==> config.mk <==
export PLATFORM = sky130hd
export DESIGN_NAME = ux607_sticky_status_reader
export DESIGN_NICKNAME = d
export VERILOG_FILES = /design/src/rtl/ux607_sticky_status_reader.sv
export SDC_FILE = /design/constraint.sdc
export NUM_CORES = 1
export LEC_CHECK = 0
export ABC_AREA = 0
export CORE_AREA = 8 8 45 47
export CTS_CLUSTER_DIAMETER = 120
export CTS_CLUSTER_SIZE = 40
export DETAILED_ROUTE_END_ITERATION = 6
export DIE_AREA = 0 0 53 55
export DONT_BUFFER_PORTS = 1
export MAX_ROUTING_LAYER = met4
export PLACE_DENSITY = 0.65
export SETUP_SLACK_MARGIN = 0.2
export SYNTH_ARGS = -nofsm -noshare
export SYNTH_HDL_FRONTEND = slang
export SYNTH_SLANG_ARGS = --single-unit
==> constraint.sdc <==
create_clock -name clock -period 1.84 [get_ports clock]
set_input_delay 0.46 -clock clock [delete_from_list [all_inputs] [get_ports clock]]
set_output_delay 0.46 -clock clock [all_outputs]
set_load 0.05 [all_outputs]
==> src/rtl/ux607_sticky_status_reader.sv <==
// Sticky status bits set by event pulses, read through a valid/ready port with
// optional read-to-clear, plus a saturating lost-event counter and level irq.
module ux607_sticky_status_reader #(
  parameter int unsigned WIDTH = 3,
  parameter int unsigned CNT_W = 4
) (
  input  logic             clock,
  input  logic             reset,
  input  logic [WIDTH-1:0] io_set,
  input  logic             io_req_valid,
  output logic             io_req_ready,
  input  logic             io_req_clr,
  output logic             io_resp_valid,
  input  logic             io_resp_ready,
  output logic [WIDTH-1:0] io_resp_data,
  output logic [CNT_W-1:0] io_resp_ovf,
  output logic             io_irq
);

  localparam logic [CNT_W-1:0] CntOne = {{(CNT_W-1){1'b0}}, 1'b1};
  localparam logic [CNT_W-1:0] CntMax = {CNT_W{1'b1}};

  typedef enum logic [0:0] {StIdle, StResp} state_e;

  state_e           state_q;
  logic [WIDTH-1:0] status_q, status_d, clr_mask, resp_data_q;
  logic [CNT_W-1:0] ovf_q, ovf_d, resp_ovf_q;
  logic             irq_q;
  logic             req_fire, resp_fire, lost;

  assign io_req_ready  = (state_q == StIdle);
  assign io_resp_valid = (state_q == StResp);
  assign io_resp_data  = resp_data_q;
  assign io_resp_ovf   = resp_ovf_q;
  assign io_irq        = irq_q;

  assign req_fire  = io_req_valid & io_req_ready;
  assign resp_fire = io_resp_valid & io_resp_ready;

  // Next status and lost-event count; set beats a same-cycle clear.
  always_comb begin
    clr_mask = '0;
    ovf_d    = ovf_q;
    lost     = |(io_set & status_q);
    if (req_fire && io_req_clr) begin
      clr_mask = status_q;
    end
    status_d = (status_q & ~clr_mask) | io_set;
    if (req_fire && io_req_clr) begin
      // Counter restarts; an event lost in the clearing cycle still counts.
      ovf_d = lost ? CntOne : '0;
    end else if (lost && (ovf_q != CntMax)) begin
      ovf_d = ovf_q + CntOne;
    end
  end

  // Sticky status, lost counter and irq registered from the next status.
  always_ff @(posedge clock or negedge reset) begin
    if (!reset) begin
      status_q <= '0;
      ovf_q    <= '0;
      irq_q    <= 1'b0;
    end else begin
      status_q <= status_d;
      ovf_q    <= ovf_d;
      irq_q    <= |status_d;
    end
  end

  // Request/response FSM with snapshot registers held until handshake.
  always_ff @(posedge clock or negedge reset) begin
    if (!reset) begin
      state_q     <= StIdle;
      resp_data_q <= '0;
      resp_ovf_q  <= '0;
    end else begin
      unique case (state_q)
        StIdle: begin
          if (req_fire) begin
            resp_data_q <= status_q;
            resp_ovf_q  <= ovf_q;
            state_q     <= StResp;
          end
        end
        StResp: begin
          if (resp_fire) begin
            state_q <= StIdle;
          end
        end
        default: state_q <= StIdle;
      endcase
    end
  end

endmodule

==> results.json <==
{
  "min_path_type": "in2reg",
  "drtPass1Iterations": 4,
  "synth_edf_count": 0,
  "run_status": "finished, final reports clean",
  "syn-cell-area_um2": 668,
  "hold-worst-slack_ps": 267,
  "area_growth_pct": 13.9,
  "fin_skew_ps": 7.50,
  "worstPathArrival_ps": 1710,
  "ff2ff_setup_slack_ps": 350,
  "grt_pass1_wl_um": 2190,
  "ys_types": 22,
  "power.total_w": 0.00118,
  "hp-start": "io_resp_ready",
  "htreeDepth": 1,
  "hold_viol": 0,
  "synth_fp_nets": 58,
  "cp-start-kind": "flip-flop",
  "io_pins": 18,
  "report.final.setup_viol": 0,
  "avgViaCountPerCell": 5.89,
  "cts_made_buffers": 3,
  "yosysTopAreaCellShare_pct": 59.9,
  "rows": 14,
  "yosys_warnings": 0,
  "pwr-share-clk_pct": 16.0,
  "synth-main-ff-cell": "dfrtp_1",
  "start_util_pct": 48.3,
  "antenna_left": 0,
  "synth-seq-cells": 16,
  "intPower_w": 0.000678,
  "clk_path_buf_depth": 2,
  "synthArstFlopShare_pct": 100,
  "critPathRequiredTime_ps": 2060,
  "p_comb_share_pct": 21.7,
  "path_clk_slew_ps": 90,
  "port_buffers": 0,
  "postCtsResizedCells": 0,
  "period_minus_slack_ps": 1490,
  "hold_path_end": "io_resp_valid",
  "die_w_um": 53,
  "first_global_vias": 465,
  "tritoncts": "done",
  "antenna_found_initial": 0,
  "rr_startpoint": "ovf_q[0]",
  "synth_top_cells_by_area": "dfrtp_1 (60%), mux2_2 (12%), o21ai_0 (3.0%)",
  "gp_congestion": 0.727,
  "routed_wl_um": 1340,
  "maxCapViolCount": 0,
  "synth_top_cell_by_area": "dfrtp_1",
  "p_per_area_mw_per_mm2": 1550,
  "vias": 430,
  "die_y_um": 55,
  "switching_share_pct": 42.3,
  "final_nets": 67,
  "p_leak_nw": 0.320,
  "r2r_end": "ovf_q[1]",
  "p_sw_w": 0.000497,
  "gr-total-overflow": 0,
  "crit_type": "reg2reg",
  "grt_max_degree": 17,
  "diodes": 0,
  "wl_per_cell_um": 18.3,
  "ir_drop_uv": 581,
  "drtIter0Drc": 9,
  "grt_setup_unrepaired": "false",
  "fin_tns_setup_ps": 0,
  "syn_area_per_cell_um2": 13.6,
  "drive_gt1_share_pct": 31.6,
  "cts_root_buf": "clkbuf_4",
  "seq_power_share_pct": 62.2,
  "clock-sinks": 16,
  "core_area_mm2": 0.00138,
  "slew_headroom_pct": 53.3,
  "drc_errors": 0,
  "critical_path.max_fanout": 5,
  "final_cell_mix": "dfrtp_1 (15), mux2_2 (7), o21ai_0 (4)",
  "endpoint_kind": "flip-flop",
  "grtUsageTotal_pct": 10.5,
  "dieArea_mm2": 0.00292,
  "holdPathStages": 1,
  "slew_violations": 0,
  "tightest_slew_ps": 698,
  "worst_r2r_path_depth": 4,
  "insertion_delay_ps": 280,
  "syn_inst": 49,
  "final_common_cell": "dfrtp_1",
  "fin_util_pct": 55.0,
  "finalCritPeriodShare_pct": 81.1,
  "max_freq_mhz": 670,
  "yosysSeqAreaShare_pct": 59.9
}
[worst max path at each step]
| stage | start | endpoint | cells after the start |
|---|---|---|---|
| 6_report | ovf_q[0] | ovf_q[1] | 4 |
| 5_1_grt | ovf_q[0] | ovf_q[1] | 4 |
| 4_1_cts | ovf_q[0] | ovf_q[1] | 4 |
| 3_5_place_dp | ovf_q[0] | ovf_q[1] | 4 |
| 3_3_place_gp | io_resp_valid | io_irq | 3 |
| 2_1_floorplan | io_resp_valid | io_resp_data[0] | 3 |
[what timing repair did]
action	4_1_cts	5_1_grt
buffers inserted	0	0
hold buffers	1	0
endpoints found under the hold margin	16	0
[sequential cells by signal (all words and copies together), names as in the netlist]
signal	count
status_q	3
io_resp_data	3
ovf_q	4
io_resp_ovf	4
io_resp_valid	1
io_irq	1
[through the flow]
| step | std cells | instance area (um2) | worst slack (ps) |
|---|---|---|---|
| after floorplan | 49 | 682 | 200 |
| after global placement | 68 | 724 | 373 |
| after detailed placement | 68 | 724 | 365 |
| after CTS | 73 | 761 | 355 |
| after global routing | 73 | 761 | 263 |
| final | 73 | 761 | 347 |
[cells in the mapped netlist (all sizes together) (2+ instances only)]
cell type   n
o21ai       5
inv         2
dfrtp      16
a21o        3
mux2        7
nor2b       2
[critical path, stage by stage, from the launching register on]
cell      delay (ps)
dfrtp_1          440
ha_1             250
and3_1           190
or3b_2           440
a21boi_1         120
[power groups by stage]
stage | Combinational (W) | Sequential [W] | Clock [W]
floorplan | 0.000195 | 0.000719 | 0
global placement | 0.000236 | 0.000728 | 0
detailed placement | 0.000251 | 0.000742 | 0
CTS | 0.000261 | 0.000734 | 0.000188
global route | 0.000289 | 0.000749 | 0.000204
finish | 0.000255 | 0.000732 | 0.000189
[area by class of cell]
type                       count  area, um2
inverter                       2       11.3
tap                           16       20.0
multi-input combinational     31        269
fill                         119        623
clock buffer                   4       26.3
timing repair buffer           4       32.5
sequential                    16        402
[kinds of logic after synthesis]
| family | count (synthesis) | synth area share, % |
|---|---|---|
| and+or+nand+nor | 9 | 10.3 |
| AOI/OAI and AO/OA | 14 | 15.0 |
| buffers and inverters | 2 | 1.12 |
| adders and majority gates | 1 | 1.87 |
| DFF | 16 | 59.9 |
| muxes | 7 | 11.8 |
[layer usage]
metal / wire (um) / GRT usage [%] / vias to the layer above
met2: 688 / 18.8 / 18
met1: 486 / 9.71 / 214
met4: 0 / 2.59 / 0
li1: - / - / 198
met5: 0 / - / -
met3: 164 / 5.61 / 0
Power figures use the tool's default switching activity.
